File: src/rtl/ctr_pkg.sv
// Shared constants for the counter scan display: digit count, count width and hex-to-segment table.
package ctr_pkg;

    localparam int DIGITS  = 4;
    localparam int COUNT_W = 4;

    typedef logic [COUNT_W-1:0] count_t;
    typedef logic [6:0]         seg_t;

    // Active-high segment patterns, seg[0]=a .. seg[6]=g, indexed by hex value.
    localparam logic [0:15][6:0] SEG_TABLE = {
        7'h3F, 7'h06, 7'h5B, 7'h4F,
        7'h66, 7'h6D, 7'h7D, 7'h07,
        7'h7F, 7'h6F, 7'h77, 7'h7C,
        7'h39, 7'h5E, 7'h79, 7'h71
    };

endpackage

File: src/rtl/seg7_decode.sv
// Combinational hex to 7-segment decoder, active-high outputs.
module seg7_decode
    import ctr_pkg::*;
(
    input  logic [COUNT_W-1:0] hex,
    output logic [6:0]         seg
);

    assign seg = SEG_TABLE[hex];

endmodule

File: src/rtl/ctr_seg7_scan.sv
// Scanned 4-digit display of the last four distinct counter values.
// Build option: define SEG7_ACTIVE_LOW_EN for inverted (active-low) seg and an outputs.
module ctr_seg7_scan
    import ctr_pkg::*;
#(
    parameter int PRESCALE_WIDTH = 16
) (
    input  logic               clk,
    input  logic               rst,
    input  logic [COUNT_W-1:0] x,
    output logic [6:0]         seg,
    output logic [DIGITS-1:0]  an
);

`ifdef SEG7_ACTIVE_LOW_EN
    localparam logic [6:0]        SEG_POL = 7'h7F;
    localparam logic [DIGITS-1:0] AN_POL  = '1;
`else
    localparam logic [6:0]        SEG_POL = 7'h00;
    localparam logic [DIGITS-1:0] AN_POL  = '0;
`endif

    logic [PRESCALE_WIDTH-1:0]        cnt;
    logic [1:0]                       sel;
    logic [DIGITS-1:0][COUNT_W-1:0]   h;
    logic [DIGITS-1:0]                v;

    logic                             tick;
    logic                             change;
    logic [1:0]                       sel_nxt;
    logic [DIGITS-1:0][COUNT_W-1:0]   h_nxt;
    logic [DIGITS-1:0]                v_nxt;
    logic [COUNT_W-1:0]               dec_in;
    logic [6:0]                       dec_out;
    logic [6:0]                       seg_d;
    logic [DIGITS-1:0]                an_d;

    assign tick   = &cnt;
    assign change = (x != h[0]);

    // Outputs are built from the post-update state so they trail it by exactly one cycle.
    always_comb begin
        sel_nxt = sel;
        h_nxt   = h;
        v_nxt   = v;
        if (tick) begin
            sel_nxt = sel + 2'd1;
        end
        if (change) begin
            h_nxt = {h[DIGITS-2:0], x};
            v_nxt = {v[DIGITS-2:0], 1'b1};
        end
        dec_in = h_nxt[sel_nxt];
        seg_d  = v_nxt[sel_nxt] ? dec_out : 7'h00;
        an_d   = DIGITS'(1) << sel_nxt;
    end

    seg7_decode u_decode (
        .hex (dec_in),
        .seg (dec_out)
    );

    always_ff @(posedge clk) begin
        if (rst) begin
            cnt <= '0;
            sel <= '0;
            h   <= '0;
            v   <= DIGITS'(1);
            seg <= SEG_TABLE[0] ^ SEG_POL;
            an  <= DIGITS'(1) ^ AN_POL;
        end else begin
            cnt <= cnt + PRESCALE_WIDTH'(1);
            sel <= sel_nxt;
            h   <= h_nxt;
            v   <= v_nxt;
            seg <= seg_d ^ SEG_POL;
            an  <= an_d ^ AN_POL;
        end
    end

endmodule
File: config.mk
export PLATFORM = sky130hd
export DESIGN_NAME = ctr_seg7_scan
export DESIGN_NICKNAME = d
export VERILOG_FILES = /design/src/rtl/ctr_pkg.sv /design/src/rtl/seg7_decode.sv /design/src/rtl/ctr_seg7_scan.sv
export SDC_FILE = /design/constraint.sdc
export NUM_CORES = 1
export LEC_CHECK = 0
export ABC_AREA = 1
export CAP_MARGIN = 20
export CORE_MARGIN = 2
export CORE_UTILIZATION = 48
export DETAILED_ROUTE_END_ITERATION = 10
export PLACE_DENSITY = 0.68
export SYNTH_ARGS = -nofsm -noshare
export SYNTH_HDL_FRONTEND = slang
export SYNTH_SLANG_ARGS = --single-unit
File: constraint.sdc
create_clock -name clk -period 2.6 [get_ports clk]
set_input_delay 0.52 -clock clk [delete_from_list [all_inputs] [get_ports clk]]
set_output_delay 0.52 -clock clk [all_outputs]
set_load 0.01 [all_outputs]
==> metrics.txt <==
PnR worst setup slack 0.182 ns; worst-skew pair later-pin latency 0.31 ns; Placed Cells incl. Taps 486; DR WL/cell 11.5 um; CTS buffer count 5; EDFF count, synth 0; first-pass GRT wire length 9820 um; clock skew 0.00846 ns; Die Y-Extent 78.1 um; clock tree buffer depth 2; critical path endpoint category flip-flop; CTS Sinks 49; critical path fanouts, max 12; final WL 5780 um; most area-consuming cells after synthesis dfxtp_1 37%, nand2_1 16%, nand3_1 8.4%, nor2_1 6.1%, inv_1 5.6%; Die Wd 78.1 um; Final setup viols 0; post-synth top area cell dfxtp_1; initial antenna violation count 0; CP required 2.79 ns; synth warn 0; Place WS -0.142 ns; met2 GRT Util 35.1%; CTS tree yes; Post-Synthesis Cell Area 0.00264 mm2; startpoint class of the critical path input pin; met3 usage 2.76%; IR drop worst, VDD 0.000255 V; commonest cells after routing, fill and taps aside 114 x nand2_1, 48 x dfxtp_1, 44 x nand3_1; via count 2,489; Layout area overhead 22.1%; DRC 0; Synth Flop Type dfxtp_1; slowest stage delay, CP 0.53 ns; final period utilization 93.0%; Pwr Density 494 mW/mm2; H-tree depth 2; R2R Setup Slk 0.21 ns; MaxCap Viol Count 0; static leakage 1.50 nW; Post-synth ARST share 0%; Starting DRT DRC Count 127; crit-path most repeated cell nand2_1; HPWL Detailed 4170 um; First-pass DRT Iterations 5; I/O pins 17; gr ovfl total 0; Yosys top cell area share 37.2%; met1 Use GR 24.8%; Arr. time, crit path 2.61 ns; CTS hold repair buffers 0; layout cells sized above 1 18.1%; root buffer cell clkbuf_8; Clk pin slew, worst setup/hold paths 0.10 ns; commonest non-fill, non-tap cell in the layout nand2_1; Tmin final 2.42 ns; GR peak layer met2; Final Hold Vio Count 0; Initial Utilization 50.6%; vias per cell 4.96; post-route antenna net violation count 0; Mapped Nets 396; Ant. Diodes 0; Slowest cell on crit path clkdlybuf4s50_1; final net count 444; Core Area 0.00520 mm2; worst-path cell chain clkdlybuf4s50_1 -> inv_2 -> nand2_1 -> nand2_1 -> nor2_4 -> nand2_4 -> nand2_1 -> nand2_1 -> nand2_1 -> nand3_1 -> nand2_1 -> ha_2 -> inv_1 -> nand3_1 -> nand3_1 -> nand3_1 -> nand2_1; vias in the first global route 2,290; Tightest Hold Check Type reg -> reg; input/output buffers 16; GRT Util Overall 20.1%; pins over their slew limit 0; Slew headroom 65.3%; total die area 0.00610 mm2; total power 0.00159 W; Avg Inst Size Synth 6.88 um2; #FFs+latches synth 49; RD Place Congestion 0.920; pin count of the biggest net entering global routing 31; post-synth cell types 30; Fmax achieved 0.414 GHz; Post-Syn Instances 383; Slew @ Worst Pin 0.520 ns; kind of critical path in -> reg; row count 26; Non-Filler Instances 502; post-synthesis sequential area ratio 37.2%; status finished, final reports clean
==> cells in the mapped netlist, types with 2 or more instances <==
library cell and instances:
inv_2 5, clkbuf_1 4, nand3_2 5, nand3b_1 2, nor3_1 7, nand3_4 2
nand2_4 4, nand4_1 2, o21a_1 3, ha_1 7, inv_1 39, o21ai_0 7
a21oi_1 11, nor2_4 5, buf_6 4, nand2_1 114, nand2_2 8, o21ai_1 9
nand3_1 44, nor2_1 43, dfxtp_1 49
==> path summary, 6_finish.rpt <==
kind              cells after the start    from      to
setup / recovery                     17    x[1]  seg[0]
hold / removal                        1  cnt[0]  cnt[0]
setup reg to reg                     16  cnt[0]  seg[0]
hold reg to reg                       1  cnt[0]  cnt[0]
==> power breakdown <==
group	internal [W]	switching, W	total [W]
logic	0.000100	0.000129	0.000229
registers	0.000780	0.0000120	0.000792
clock network	0.000294	0.000274	0.000568
==> metal layers <==
| layer | routed length [um] | part of all wire, % | up-vias |
|---|---|---|---|
| li1 | - | - | 1303 |
| met1 | 2700 | 47 | 1123 |
| met2 | 2780 | 48 | 52 |
| met3 | 178 | 3.1 | 11 |
| met4 | 116 | 2.0 | 0 |
| met5 | 0 | 0 | - |
==> cells by family (layout without fill, tap and decap cells) <==
group	count (synthesis)	in the layout	share of synthesized area, %
xor gates and xnor gates	1	1	0.332
and+or+nand+nor	241	241	43.9
buffers and inverters	54	103	8.97
adders and majority gates	7	7	3.32
DFF	49	49	37.2
AOI/OAI and AO/OA	31	31	6.31
==> stage by stage <==
stage	hold WS [ns]	cell area, um2	setup TNS, ns	util, %
2_1_floorplan	0.418	2640	0	-
3_3_place_gp	0.435	3010	-0.471	57.9
3_5_place_dp	0.445	3010	-0.611	57.9
4_1_cts	0.464	3130	0	60.1
5_1_grt	0.447	3220	-0.0373	61.8
6_report	0.423	3220	0	61.8
==> cell type report <==
cell class | count | area [um2]
well taps | 70 | 87.6
multi-input cells | 280 | 1430
repair buffers | 50 | 428
clock inverters | 3 | 47.5
inverters | 45 | 174
clock buffers | 5 | 68.8
fillers | 491 | 1990
flip-flops and latches | 49 | 982
==> critical path: cells and delay by family <==
| family | cells | cell delay, ns |
|---|---|---|
| simple gates | 13 | 1.20 |
| buf+inv | 3 | 0.64 |
| fa+ha+maj | 1 | 0.23 |
==> sequential cells by signal, indices dropped and copies added, names as in the netlist <==
register  count
seg           7
an            4
h            16
v             4
cnt          16
sel           2
==> timing repair <==
| item | in CTS | in global routing |
|---|---|---|
| buffers inserted | 0 | 8 |
| resized for setup | 0 | 5 |
| setup endpoints to repair | 0 | 4 |
Power figures use the tool's default switching activity.
